### src/rtl/axi_lite_pkg.sv
// Shared types and defaults for the AXI4-Lite command master.
//   resp_t         : AXI BRESP/RRESP encoding
//   master_state_t : command master FSM states
//   DEF_*          : default widths / watchdog limit
package axi_lite_pkg;

    typedef enum logic [1:0] {
        RESP_OKAY   = 2'b00,
        RESP_EXOKAY = 2'b01,
        RESP_SLVERR = 2'b10,
        RESP_DECERR = 2'b11
    } resp_t;

    typedef enum logic [2:0] {
        ST_IDLE    = 3'd0,
        ST_WRITE   = 3'd1,
        ST_WR_RESP = 3'd2,
        ST_RD_ADDR = 3'd3,
        ST_RD_DATA = 3'd4,
        ST_HALT    = 3'd5
    } master_state_t;

    localparam int DEF_DATA_WIDTH = 32;
    localparam int DEF_ADDR_WIDTH = 5;
    localparam int DEF_TIMEOUT    = 1024;

    localparam logic [2:0] AXI_PROT_DEFAULT = 3'b000;

endpackage

### src/rtl/axi_lite_watchdog.sv
// Watchdog for a single AXI channel wait.
//   clock, reset_n : clock / async active-low reset
//   clear          : restart the count (handshake or new wait state)
//   enable         : count this cycle (block is waiting on the slave)
//   expired        : this is the TIMEOUT_CYCLES-th waiting cycle with no progress
module axi_lite_watchdog #(
    parameter int TIMEOUT_CYCLES = 1024
) (
    input  logic clock,
    input  logic reset_n,
    input  logic clear,
    input  logic enable,
    output logic expired
);

    localparam int CW = $clog2(TIMEOUT_CYCLES + 1);

    logic [CW-1:0] cnt;

    always_ff @(posedge clock or negedge reset_n) begin
        if (!reset_n)    cnt <= '0;
        else if (clear)  cnt <= '0;
        else if (enable) cnt <= cnt + CW'(1);
    end

    // cnt holds the number of cycles already waited, so the limit is hit
    // while cnt is one short of it.
    assign expired = enable && !clear && (cnt == CW'(TIMEOUT_CYCLES - 1));

endmodule

### src/rtl/axi_lite_cmd_master.sv
// AXI4-Lite initiator: turns one command (read or write) into an AXI-Lite
// transaction and returns data/response. One transaction outstanding.
//   cmd_*   : command channel in (valid/ready, rnw, addr, wdata)
//   rsp_*   : response pulse, read data, resp code, sticky timeout
//   m_axi_* : AXI4-Lite master port (all outputs registered)
module axi_lite_cmd_master
    import axi_lite_pkg::*;
#(
    parameter int C_M_AXI_DATA_WIDTH = DEF_DATA_WIDTH,
    parameter int C_M_AXI_ADDR_WIDTH = DEF_ADDR_WIDTH,
    parameter int TIMEOUT_CYCLES     = DEF_TIMEOUT
) (
    input  logic                            clock,
    input  logic                            reset_n,
    input  logic                            cmd_valid,
    output logic                            cmd_ready,
    input  logic                            cmd_rnw,
    input  logic [C_M_AXI_ADDR_WIDTH-1:0]   cmd_addr,
    input  logic [C_M_AXI_DATA_WIDTH-1:0]   cmd_wdata,
    output logic                            rsp_valid,
    output logic [C_M_AXI_DATA_WIDTH-1:0]   rsp_rdata,
    output logic [1:0]                      rsp_resp,
    output logic                            rsp_timeout,
    output logic [C_M_AXI_ADDR_WIDTH-1:0]   m_axi_awaddr,
    output logic [2:0]                      m_axi_awprot,
    output logic                            m_axi_awvalid,
    input  logic                            m_axi_awready,
    output logic [C_M_AXI_DATA_WIDTH-1:0]   m_axi_wdata,
    output logic [C_M_AXI_DATA_WIDTH/8-1:0] m_axi_wstrb,
    output logic                            m_axi_wvalid,
    input  logic                            m_axi_wready,
    input  logic [1:0]                      m_axi_bresp,
    input  logic                            m_axi_bvalid,
    output logic                            m_axi_bready,
    output logic [C_M_AXI_ADDR_WIDTH-1:0]   m_axi_araddr,
    output logic [2:0]                      m_axi_arprot,
    output logic                            m_axi_arvalid,
    input  logic                            m_axi_arready,
    input  logic [C_M_AXI_DATA_WIDTH-1:0]   m_axi_rdata,
    input  logic [1:0]                      m_axi_rresp,
    input  logic                            m_axi_rvalid,
    output logic                            m_axi_rready
);

    localparam int AW = C_M_AXI_ADDR_WIDTH;
    localparam int DW = C_M_AXI_DATA_WIDTH;

    master_state_t state_q, state_d;
    logic          cmd_ready_q, cmd_ready_d;
    logic [AW-1:0] addr_q, addr_d;
    logic [DW-1:0] wdata_q, wdata_d;
    logic          awvalid_q, awvalid_d;
    logic          wvalid_q, wvalid_d;
    logic          bready_q, bready_d;
    logic          arvalid_q, arvalid_d;
    logic          rready_q, rready_d;
    logic          rsp_valid_q, rsp_valid_d;
    logic [DW-1:0] rsp_rdata_q, rsp_rdata_d;
    resp_t         rsp_resp_q, rsp_resp_d;
    logic          rsp_timeout_q, rsp_timeout_d;

    logic wd_clear, wd_enable, wd_expired;
    logic aw_hs, w_hs, b_hs, ar_hs, r_hs, aw_done, w_done;

    assign aw_hs = awvalid_q && m_axi_awready;
    assign w_hs  = wvalid_q  && m_axi_wready;
    assign b_hs  = bready_q  && m_axi_bvalid;
    assign ar_hs = arvalid_q && m_axi_arready;
    assign r_hs  = rready_q  && m_axi_rvalid;

    // A channel is finished once its valid has dropped or is handshaking now.
    assign aw_done = !awvalid_q || aw_hs;
    assign w_done  = !wvalid_q  || w_hs;

    assign wd_enable = (state_q == ST_WRITE)   || (state_q == ST_WR_RESP) ||
                       (state_q == ST_RD_ADDR) || (state_q == ST_RD_DATA);

    axi_lite_watchdog #(.TIMEOUT_CYCLES(TIMEOUT_CYCLES)) u_wdog (
        .clock   (clock),
        .reset_n (reset_n),
        .clear   (wd_clear),
        .enable  (wd_enable),
        .expired (wd_expired)
    );

    always_ff @(posedge clock or negedge reset_n) begin
        if (!reset_n) begin
            state_q       <= ST_IDLE;
            cmd_ready_q   <= 1'b1;
            addr_q        <= '0;
            wdata_q       <= '0;
            awvalid_q     <= 1'b0;
            wvalid_q      <= 1'b0;
            bready_q      <= 1'b0;
            arvalid_q     <= 1'b0;
            rready_q      <= 1'b0;
            rsp_valid_q   <= 1'b0;
            rsp_rdata_q   <= '0;
            rsp_resp_q    <= RESP_OKAY;
            rsp_timeout_q <= 1'b0;
        end else begin
            state_q       <= state_d;
            cmd_ready_q   <= cmd_ready_d;
            addr_q        <= addr_d;
            wdata_q       <= wdata_d;
            awvalid_q     <= awvalid_d;
            wvalid_q      <= wvalid_d;
            bready_q      <= bready_d;
            arvalid_q     <= arvalid_d;
            rready_q      <= rready_d;
            rsp_valid_q   <= rsp_valid_d;
            rsp_rdata_q   <= rsp_rdata_d;
            rsp_resp_q    <= rsp_resp_d;
            rsp_timeout_q <= rsp_timeout_d;
        end
    end

    always_comb begin
        state_d       = state_q;
        cmd_ready_d   = cmd_ready_q;
        addr_d        = addr_q;
        wdata_d       = wdata_q;
        awvalid_d     = awvalid_q;
        wvalid_d      = wvalid_q;
        bready_d      = bready_q;
        arvalid_d     = arvalid_q;
        rready_d      = rready_q;
        rsp_valid_d   = 1'b0;
        rsp_rdata_d   = rsp_rdata_q;
        rsp_resp_d    = rsp_resp_q;
        rsp_timeout_d = rsp_timeout_q;
        wd_clear      = 1'b0;

        case (state_q)
            ST_IDLE: begin
                if (cmd_valid && cmd_ready_q) begin
                    addr_d      = cmd_addr;
                    wdata_d     = cmd_wdata;
                    cmd_ready_d = 1'b0;
                    wd_clear    = 1'b1;
                    if (cmd_rnw) begin
                        arvalid_d = 1'b1;
                        state_d   = ST_RD_ADDR;
                    end else begin
                        awvalid_d = 1'b1;
                        wvalid_d  = 1'b1;
                        state_d   = ST_WRITE;
                    end
                end
            end
            ST_WRITE: begin
                wd_clear = aw_hs || w_hs;
                if (aw_hs) awvalid_d = 1'b0;
                if (w_hs)  wvalid_d  = 1'b0;
                if (aw_done && w_done) begin
                    bready_d = 1'b1;
                    state_d  = ST_WR_RESP;
                end
            end
            ST_WR_RESP: begin
                if (b_hs) begin
                    wd_clear    = 1'b1;
                    bready_d    = 1'b0;
                    rsp_valid_d = 1'b1;
                    rsp_rdata_d = '0;
                    rsp_resp_d  = resp_t'(m_axi_bresp);
                    cmd_ready_d = 1'b1;
                    state_d     = ST_IDLE;
                end
            end
            ST_RD_ADDR: begin
                if (ar_hs) begin
                    wd_clear  = 1'b1;
                    arvalid_d = 1'b0;
                    rready_d  = 1'b1;
                    state_d   = ST_RD_DATA;
                end
            end
            ST_RD_DATA: begin
                if (r_hs) begin
                    wd_clear    = 1'b1;
                    rready_d    = 1'b0;
                    rsp_valid_d = 1'b1;
                    rsp_rdata_d = m_axi_rdata;
                    rsp_resp_d  = resp_t'(m_axi_rresp);
                    cmd_ready_d = 1'b1;
                    state_d     = ST_IDLE;
                end
            end
            default: ;  // ST_HALT: frozen until reset
        endcase

        // Expiry implies no handshake this cycle, so every AXI valid/ready
        // keeps its current value and the bus stays protocol-legal.
        if (wd_expired) begin
            state_d       = ST_HALT;
            awvalid_d     = awvalid_q;
            wvalid_d      = wvalid_q;
            bready_d      = bready_q;
            arvalid_d     = arvalid_q;
            rready_d      = rready_q;
            cmd_ready_d   = 1'b0;
            rsp_valid_d   = 1'b1;
            rsp_resp_d    = RESP_SLVERR;
            rsp_timeout_d = 1'b1;
        end
    end

    assign cmd_ready     = cmd_ready_q;
    assign rsp_valid     = rsp_valid_q;
    assign rsp_rdata     = rsp_rdata_q;
    assign rsp_resp      = rsp_resp_q;
    assign rsp_timeout   = rsp_timeout_q;
    assign m_axi_awaddr  = addr_q;
    assign m_axi_araddr  = addr_q;
    assign m_axi_awprot  = AXI_PROT_DEFAULT;
    assign m_axi_arprot  = AXI_PROT_DEFAULT;
    assign m_axi_awvalid = awvalid_q;
    assign m_axi_wdata   = wdata_q;
    assign m_axi_wstrb   = '1;
    assign m_axi_wvalid  = wvalid_q;
    assign m_axi_bready  = bready_q;
    assign m_axi_arvalid = arvalid_q;
    assign m_axi_rready  = rready_q;

endmodule

### config.mk
export PLATFORM = sky130hd
export DESIGN_NAME = axi_lite_cmd_master
export DESIGN_NICKNAME = d
export VERILOG_FILES = /design/src/rtl/axi_lite_pkg.sv /design/src/rtl/axi_lite_watchdog.sv /design/src/rtl/axi_lite_cmd_master.sv
export SDC_FILE = /design/constraint.sdc
export NUM_CORES = 1
export LEC_CHECK = 0
export ABC_CLOCK_PERIOD_IN_PS = 2800
export BUFFER_PORTS_ARGS = -buffer_cell sky130_fd_sc_hd__buf_2
export CAP_MARGIN = 20
export CORE_UTILIZATION = 51
export DETAILED_ROUTE_END_ITERATION = 8
export PLACE_DENSITY = 0.87
export SYNTH_ARGS = -nofsm -noshare
export SYNTH_HDL_FRONTEND = slang
export SYNTH_SLANG_ARGS = --single-unit
### constraint.sdc
create_clock -name clock -period 2.8 [get_ports clock]
set_input_delay 0.56 -clock clock [delete_from_list [all_inputs] [get_ports clock]]
set_output_delay 0.56 -clock clock [all_outputs]
set_load 0.05 [all_outputs]
==> results_dict.tcl, run 1 <==
set metrics [dict create \
    status "finished clean" \
    grt_max_degree 54 \
    start_util_pct 52.4 \
    max_freq_mhz 475 \
    reg2reg_slack_ns 0.70 \
    cp_max_fo 43 \
    holdWs_ns 0.226 \
    tns_ns 0 \
    multi_input_area_sq_um 1480 \
    synth_cells 313 \
    rows 32 \
    antenna_left 0 \
    grt_antenna_before_repair 0 \
    maxCapViolations 0 \
    min_path_type "input pin to async pin" \
    setup_viol 0 \
    synth_area_sq_um 4030 \
    cts_resized 0 \
    worstPathRequired_ns 3.06 \
    p_leak_nw 2.61 \
    crit-reg2reg-launch "state_q[1]" \
    crit_arrival_ns 2.36 \
    p_total_mw 6.91 \
    synth_edf_count 0 \
    drv_slew 0 \
    grt_pass1_wl_mm 13.9 \
    area_growth_pct 25.3 \
    synth.avg_cell_area_sq_um 12.9 \
    ff_latch_area_sq_um 2330 \
    ys_types 58 \
    rr_worst_depth 6 \
    start_kind "flop" \
    vias_per_cell 5.28 \
    reg2reg_to "m_axi_bready" \
    dp_slack_ns 0.695 \
    yosys-top-cells-area "dfrtp_1 57%, mux2_2 10%, a22o_1 7.0%, buf_4 3.0%, nand2_1 1.4%" \
    overflow 0 \
    place.detailed.hpwl_mm 6.02 \
    end_kind "flop" \
    cts_buffer_depth 2 \
    routed_wl_mm 8.46 \
    synth_area_leader_cell "dfrtp_1" \
    cts.htree.levels 3 \
    worstSetupPathType "flop to flop" \
    cts_sinks 93 \
    peakVddDrop_v 0.000770 \
    max_stage_delay_ns 0.60 \
    worst_slew_pin_slew_ns 0.672 \
    dieArea_sq_um 8260 \
    coreArea_sq_um 7690 \
    period_share_pct 75.1 \
    cts_tree "built" \
    drive_gt1_share_pct 50.8 \
    finalClockSkew_ns 0.0112 \
    maxSlewHeadroom_pct 55.2 \
    place.gp.congestion 0.844 \
    io_buffers 165 \
    ys_async_sr_fraction_pct 100 \
    nFillCells 602 \
    dieHeight_microns 90.9 \
    synth-seq-area-share_pct 57.8 \
    postCtsSetupRepairBufs 0 \
    synth_most_common_cell "dfrtp_1" \
    route.detailed.drc 0 \
    wl_per_cell_microns 14.7 \
    io_pins 176 \
    fin_ws_ns 0.697 \
    diodes 0 \
    die_x_microns 90.9 \
    cts_root_buffer "clkbuf_8" \
    powerDensity_nw_per_um2 1370 \
    grt_pass1_vias 3096 \
    ctsHoldBuffers 0 \
    cts_made_buffers 9 \
    rsz0062_at_grt "false" \
    crit_slowest_cell "or3_2" \
    clock_latency_ns 0.35 \
    finalHoldViolCount 0 \
    synth_common_cells "92 x dfrtp_1, 37 x mux2_2, 32 x a22o_1" \
    synth_seq_cells 93 \
    synth-main-ff-cell "dfrtp_1" \
    clk_pin_slew_ns 0.09 \
    final_nets 552 \
    yosys_warnings 0 \
    crit_chain "or3_2 -> nor2_4 -> buf_12 -> nor4_4 -> and2_4 -> o32ai_2" \
    grt_usage_pct 21.1 \
    period_needed_ns 2.10 \
    dr.pass1.iters 4 \
    vias 3043 \
    synth_top_area_share_pct 57.2 \
    first_iter_violations 69 \
]
-- kinds of logic (layout without fill, tap and decap cells) --
kind of cell	Yosys count	after routing	share of synthesized area (%)
buf+inv	38	191	6.27
simple gates	65	65	9.38
compound gates	66	66	13.2
mux	40	40	11.1
flops	93	93	57.8
fa+ha+maj	1	1	0.311
other cells	2	10	0.186
xor+xnor	8	8	1.74
-- layout make-up --
class,instances,share of cell area (%)
clock buffer,10,2.73
timing repair buffer,169,17.5
tap,102,2.53
inverter,6,0.446
clock inverter,6,1.36
sequential,93,46.1
multi-input combinational,190,29.3
-- report_power, final --
| part | internal [mW] | switching, mW |
|---|---|---|
| Sequential | 1.87 | 0.361 |
| Clock | 0.443 | 0.471 |
| Combinational | 1.07 | 2.69 |
| Total | 3.39 | 3.52 |
-- worst max-delay path: cells and delay by family, from the launching register on --
family	cells	cell delay, ns
buffers and inverters	1	0.24
AO/OA/AOI/OAI	1	0.24
flip-flops	1	0.52
AND/OR/NAND/NOR	4	1.01
-- per-stage QoR --
stage                     cells  area [sq um]  util (%)
after floorplan             321          4060         -
after global placement      560          4840      63.0
after detailed placement    560          4840      63.0
after CTS                   576          5050      65.7
after global routing        576          5050      65.7
final                       576          5050      65.7
-- registers in the layout (all words and copies together), names as in the netlist, 2 cells and up --
register,cells
rsp_resp,2
rsp_rdata,32
state_q,3
m_axi_wdata,32
m_axi_araddr,5
u_wdog.cnt,11
-- how the worst max path moves through the flow --
| stage | from | endpoint | slack, ns | depth (start not counted) |
|---|---|---|---|---|
| finish | state_q[1] | m_axi_bready | 0.70 | 6 |
| global route | state_q[1] | m_axi_wvalid | 0.53 | 5 |
| CTS | state_q[1] | m_axi_bready | 0.70 | 6 |
| detailed placement | m_axi_awready | state_q[1] | 0.69 | 6 |
| global placement | m_axi_awready | state_q[1] | 0.71 | 6 |
| floorplan | m_axi_awvalid | state_q[1] | 0.81 | 5 |
-- routing by layer --
metal | GRT usage (%) | share of wire [%] | up-vias
met1 | 27.3 | 43 | 1506
met4 | 9.52 | 1.6 | 0
met2 | 35.5 | 51 | 108
met5 | 0 | 0 | -
met3 | 2.69 | 4.6 | 11
li1 | - | - | 1418
-- cells in the final DEF (no fill, tap or decap), drive strengths merged, types with 2 or more instances in the layout --
cell,n
and3,4
dfrtp,92
buf,169
o21ai,7
a22o,32
xor2,6
or2b,2
a21oi,10
mux2i,3
xnor2,2
or3b,2
o32ai,2
nand2,16
mux2,37
a2bb2oi,2
nand2b,2
a31oi,2
or3,4
clkinv,2
nor2,16
clkbuf,10
nand4,4
and2,3
o22ai,3
nand3,5
conb,10
inv,8
(Power assumes the default switching activity.)
==> inputs of run 2 (changes only) <==
Settings changed: ABC_AREA from default to 1, ABC_CLOCK_PERIOD_IN_PS 2800 to 2000, CORE_UTILIZATION 51 to 48, PLACE_DENSITY 0.87 to 0.83.
Clock period 2.8 ns to 2 ns, I/O delays scaled along.
==> run 2 against run 1 <==
Against the previous run:
- utilization is 2.1 points lower
- count of clock-buffer cells in the layout fell by 1
- final area grew 3.4%
- synthesized cell count rose by 43%
- clock power up 52%
- die area grew 7.8%
- critical endpoint is now state_q[0]
- critical path depth increased by 4
- highest routed layer unchanged
- largest power group is now sequential cells
- clock skew increased by 0.0051 ns
- via count increased by 18%
- combinational power decreased by 95%
- worst setup slack worse by 0.52 ns
==> results_dict.tcl, run 2 <==
set metrics [dict create \
    crit_chain "nor2_2 -> nand2_2 -> nand2_4 -> nand2_2 -> nor2_4 -> nand3_4 -> nand2_2 -> nand2_2 -> nand2_1 -> nand2_1" \
    holdPathStages 3 \
    synth_seq_cells 93 \
    synth_adder_area_share_pct 0.306 \
    synth_mux_area_share_pct 0 \
    crit_family "simple AND/OR/NAND/NOR gates" \
    coreArea_sq_um 8220 \
    grt_antenna_before_repair 0 \
    drive_gt1_share_pct 34.4 \
    synth_top_area_share_pct 56.3 \
    nFillCells 658 \
    cp_max_fo 12 \
    layout_common_cells "166 x nand2_1, 164 x buf_2, 92 x dfrtp_1" \
    synthSimpleGateAreaFrac_pct 24.3 \
    final_common_cell "nand2_1" \
    cts_buffer_depth 2 \
    ys_types 31 \
    cts_made_buffers 9 \
    area_growth_pct 27.6 \
    cts_sinks 93 \
    min_path_type "input pin to flop" \
    synth.avg_cell_area_sq_um 9.11 \
    max_stage_delay_ns 0.46 \
    routed_wl_mm 9.84 \
    clock_latency_ns 0.36 \
    clk_pin_slew_ns 0.10 \
    finalHoldViolCount 0 \
    grt_usage_pct 22.8 \
    yosys-top-cells-area "dfrtp_1 56%, nand2_1 15%, a22o_1 6.9%, inv_1 3.0%, buf_4 2.9%" \
    p_leak_nw 3.22 \
    synth_top_family_by_area "simple AND/OR/NAND/NOR gates" \
    antenna_left 0 \
    worstSetupPathType "flop to flop" \
    place.detailed.hpwl_mm 7.23 \
    finalClockSkew_ns 0.0162 \
    synth_common_cells "166 x nand2_1, 92 x dfrtp_1, 33 x inv_1" \
    cts_root_buffer "clkbuf_8" \
    place.gp.congestion 0.934 \
    synth_cells 449 \
    grt_max_degree 42 \
    die_x_microns 94.3 \
    end_kind "flop" \
    dr.pass1.iters 4 \
    wl_per_cell_microns 13.6 \
    tns_ns 0 \
    final_nets 696 \
    synth_edf_count 0 \
    route.detailed.drc 0 \
    synth-seq-area-share_pct 56.9 \
    max_freq_mhz 548 \
    overflow 0 \
    peakVddDrop_v 0.000471 \
    holdWs_ns 0.223 \
    synth-main-ff-cell "dfrtp_1" \
    placed_cells 706 \
    synth-xor-area-share_pct 0.428 \
    setup_viol 0 \
    drv_slew 0 \
    grt_pass1_vias 3450 \
    synth_area_sq_um 4090 \
    io_buffers 165 \
    crit_arrival_ns 2.08 \
    worstPathRequired_ns 2.25 \
    rows 33 \
    grt_pass1_wl_mm 15.4 \
    period_needed_ns 1.83 \
    status "finished clean" \
    diodes 0 \
    period_share_pct 91.3 \
    fin_cells 722 \
    synth_most_common_cell "nand2_1" \
    start_util_pct 49.8 \
    first_iter_violations 182 \
    dieArea_sq_um 8900 \
    powerDensity_nw_per_um2 659 \
    dieHeight_microns 94.3 \
    yosys_warnings 0 \
    synth_area_leader_cell "dfrtp_1" \
    crit_slowest_cell "dfrtp_1" \
    maxCapViolations 0 \
    io_pins 176 \
    vias 3600 \
    finish.utilization_pct 63.6 \
    rsz0062_at_grt "false" \
    ys_async_sr_fraction_pct 100 \
    cp_common_cell "nand2_2" \
    cts_tree "built" \
    vias_per_cell 4.99 \
    synth_compound_area_share_pct 10.0 \
    start_kind "flop" \
    cts.htree.levels 3 \
    crit_cells 10 \
    rr_worst_depth 10 \
    cp_num_buf_inv 0 \
    p_total_mw 3.44 \
]
## run 2: cell count changes after synthesis, sizes merged, moves of 6 or more
cell | before | now
o21ai | 7 | 13
nand2 | 16 | 174
nand3 | 5 | 17
nor3 | 1 | 9
inv | 6 | 36
mux2 | 37 | 0
## run 2: tightest hold or removal path: cells and delay by family
kind	cells	cell delay, ns
simple gates	2	0.08
buf+inv	1	0.07
## run 2: layout make-up
class                   count  area, sq um  share of cell area (%)
multi-input cells         298         1480                    28.3
repair buffers            175          931                    17.8
inverters                  36          135                    2.59
well taps                 105          131                    2.52
clock inverters             6         96.3                    1.84
clock buffers               9          124                    2.37
flip-flops and latches     93         2330                    44.6
## run 2: final timing paths
path / endpoint / start / slack, ns
worst max-delay path: state_q[0] / state_q[1] / 0.17
worst min-delay path: m_axi_wdata[20] / cmd_wdata[20] / 0.22
worst max register to register: state_q[0] / state_q[1] / 0.17
worst min register to register: rsp_timeout / rsp_timeout / 0.47
max in group asynchronous: m_axi_wdata[19] / reset_n / 0.85
min in group asynchronous: m_axi_wdata[13] / reset_n / 0.53
## run 2: cell families (layout without fill, tap and decap cells)
group	count (synthesis)	in the layout
other cells	2	10
flops	93	93
fa+ha+maj	1	1
xor+xnor	2	2
buf+inv	66	226
simple gates	228	228
compound gates	57	57
## run 2: metal layers
layer	GRT usage (%)	wire length (microns)	up-vias
met5	0	0	-
met2	38.5	4630	167
met4	10.3	229	0
met3	5.34	736	19
li1	-	-	1735
met1	27.7	4250	1679
## run 2: through the flow
step	setup slack, ns	cell area [sq um]
2_1_floorplan	0.421	4120
3_3_place_gp	0.252	4990
3_5_place_dp	0.168	4990
4_1_cts	0.146	5220
5_1_grt	0.0465	5220
6_report	0.174	5220
## run 2: timing repair
| action | in CTS | in global routing |
|---|---|---|
| setup endpoints to repair | 0 | 2 |
| setup buffers | 0 | 0 |
| resized for setup | 0 | 1 |
| endpoints found under the hold margin | 21 | 0 |
| hold buffers | 1 | 0 |
## run 2: report_power, final
group / total, mW / switching (mW) / internal [mW] / leakage, nW
Sequential: 1.88 / 0.000000000123 / 1.88 / 1.25
Combinational: 0.172 / 0.106 / 0.0659 / 1.86
Clock: 1.39 / 0.678 / 0.713 / 0.108
==> inputs of run 3 (changes only) <==
Settings changed: ABC_CLOCK_PERIOD_IN_PS 2000 to 2250, CORE_UTILIZATION 48 to 51, PLACE_DENSITY 0.83 to 0.87.
Clock period 2 ns to 2.25 ns, I/O delays scaled along.
==> run 3 against run 2 <==
Against the previous run:
- global-route usage grew 1.7 points
- clock skew is essentially flat
- via count grew 0.97%
- count of clock-buffer cells in the layout grew 1
- non-clock buffer count shrank 6
- hold slack lost 0.18 ns
- maximum frequency shrank 6.7%
- final area shrank 1.7%
- largest power group unchanged
- highest routed layer unchanged
==> results_dict.tcl, run 3 (synthesis gave the netlist of run 2 again) <==
set metrics [dict create \
    layout_common_cells "166 x nand2_1, 164 x buf_2, 92 x dfrtp_1" \
    dieArea_sq_um 8380 \
    design_area_sq_um 5130 \
    status "finished clean" \
    crit_arrival_ns 2.24 \
    min_path_type "input pin to async pin" \
    grt_antenna_before_repair 0 \
    cp_common_cell "o21ai_0" \
    area_growth_pct 25.4 \
    end_kind "flop" \
    diodes 0 \
    worstSetupPathType "flop to flop" \
    finalHoldViolCount 0 \
    final_common_cell "nand2_1" \
    route.detailed.drc 0 \
    powerDensity_nw_per_um2 563 \
    grt_pass1_wl_mm 16.0 \
    max_stage_delay_ns 0.47 \
    power.internal_mw 2.18 \
    cts_root_buffer "clkbuf_8" \
    post_dp_cell_area_sq_um 4930 \
    power_frac_comb_pct 5.2 \
    start_util_pct 52.9 \
    setup_viol 0 \
    peakVddDrop_v 0.000325 \
    nFillCells 637 \
    worstPathRequired_ns 2.53 \
    clock_power_share_pct 37.0 \
    cts_made_buffers 9 \
    rsz0062_at_grt "false" \
    drv_slew 0 \
    vias 3635 \
    drive_gt1_share_pct 34.2 \
    grt_pass1_vias 3462 \
    first_iter_violations 188 \
    io_buffers 165 \
    place.gp.congestion 0.912 \
    max_freq_mhz 511 \
    antenna_left 0 \
    dieHeight_microns 91.6 \
    tns_ns 0 \
    period_share_pct 87.0 \
    maxCapViolations 0 \
    p_leak_nw 3.16 \
    final_nets 690 \
    cts.htree.levels 3 \
    p_seq_share_pct 57.8 \
    crit_slowest_cell "dfrtp_1" \
    die_x_microns 91.6 \
    ff_latch_area_sq_um 2330 \
    cts_tree "built" \
    multi_input_area_sq_um 1470 \
    finish.utilization_pct 66.4 \
    clock_latency_ns 0.36 \
    cp_max_fo 14 \
    place.detailed.hpwl_mm 6.99 \
    p_total_mw 2.89 \
    coreArea_sq_um 7730 \
    routed_wl_mm 9.77 \
    wl_per_cell_microns 13.7 \
    dr.pass1.iters 6 \
    crit_chain "nor2_2 -> nand3_2 -> clkinvlp_4 -> o21ai_0 -> a21oi_1 -> nand2_1 -> o21ai_0" \
    io_pins 176 \
    clk_pin_slew_ns 0.09 \
    p_switching_mw 0.708 \
    cts_buffer_depth 2 \
    grt_usage_pct 24.4 \
    vias_per_cell 5.09 \
    start_kind "flop" \
    rows 32 \
    ctsHoldBuffers 0 \
    cp_num_buf_inv 1 \
    overflow 0 \
    cts_sinks 93 \
    sw_frac_of_total_pct 24.5 \
    crit_family "simple AND/OR/NAND/NOR gates" \
    finalClockSkew_ns 0.0158 \
    grt_max_degree 59 \
    period_needed_ns 1.96 \
]
-- run 3: worst paths after layout --
check / cells past startpoint / startpoint / slack, ns / to
setup / recovery: 7 / state_q[1] / 0.29 / m_axi_awvalid
min in group clock: 3 / cmd_wdata[18] / 0.28 / m_axi_wdata[18]
hold reg to reg: 1 / rsp_timeout / 0.48 / rsp_timeout
max in group asynchronous: 2 / reset_n / 1.54 / cmd_ready
setup reg to reg: 7 / state_q[1] / 0.29 / m_axi_awvalid
hold / removal: 1 / reset_n / 0.04 / m_axi_wdata[1]
-- run 3: power by group through the flow --
| stage | sequential [mW] | combinational [mW] | clock, mW |
|---|---|---|---|
| detailed placement | 1.70 | 0.153 | 0 |
| global route | 1.67 | 0.167 | 1.16 |
| CTS | 1.67 | 0.153 | 1.09 |
| floorplan | 1.70 | 0.0569 | 0 |
| global placement | 1.70 | 0.150 | 0 |
| finish | 1.67 | 0.150 | 1.07 |
-- run 3: timing repair --
action,4_1_cts,5_1_grt
endpoints found under the setup margin,0,2
gates resized for setup,0,3
setup buffers,0,0
-- run 3: per-layer routing --
| metal | vias up | routed length (microns) | GRT usage, % | share of wire (%) |
|---|---|---|---|---|
| met5 | - | 0 | 0 | 0 |
| met2 | 158 | 4710 | 40.2 | 48 |
| met4 | 0 | 199 | 10.4 | 2.0 |
| met1 | 1722 | 4220 | 31.1 | 43 |
| met3 | 23 | 631 | 5.53 | 6.5 |
| li1 | 1732 | - | - | - |
-- run 3: area by class of cell --
class	count	share of cell area, %
multi-input combinational	298	28.7
sequential	93	45.4
clock buffer	10	2.68
timing repair buffer	169	17.0
inverter	36	2.75
tap	102	2.49
clock inverter	6	1.07
-- run 3: stage by stage --
step                std cells  hold WS (ns)  setup slack [ns]
CTS                       714        0.0408             0.200
finish                    714        0.0417             0.292
global placement          698         0.430             0.332
floorplan                 457         0.154             0.671
global route              714        0.0662            0.0993
detailed placement        698         0.437             0.206
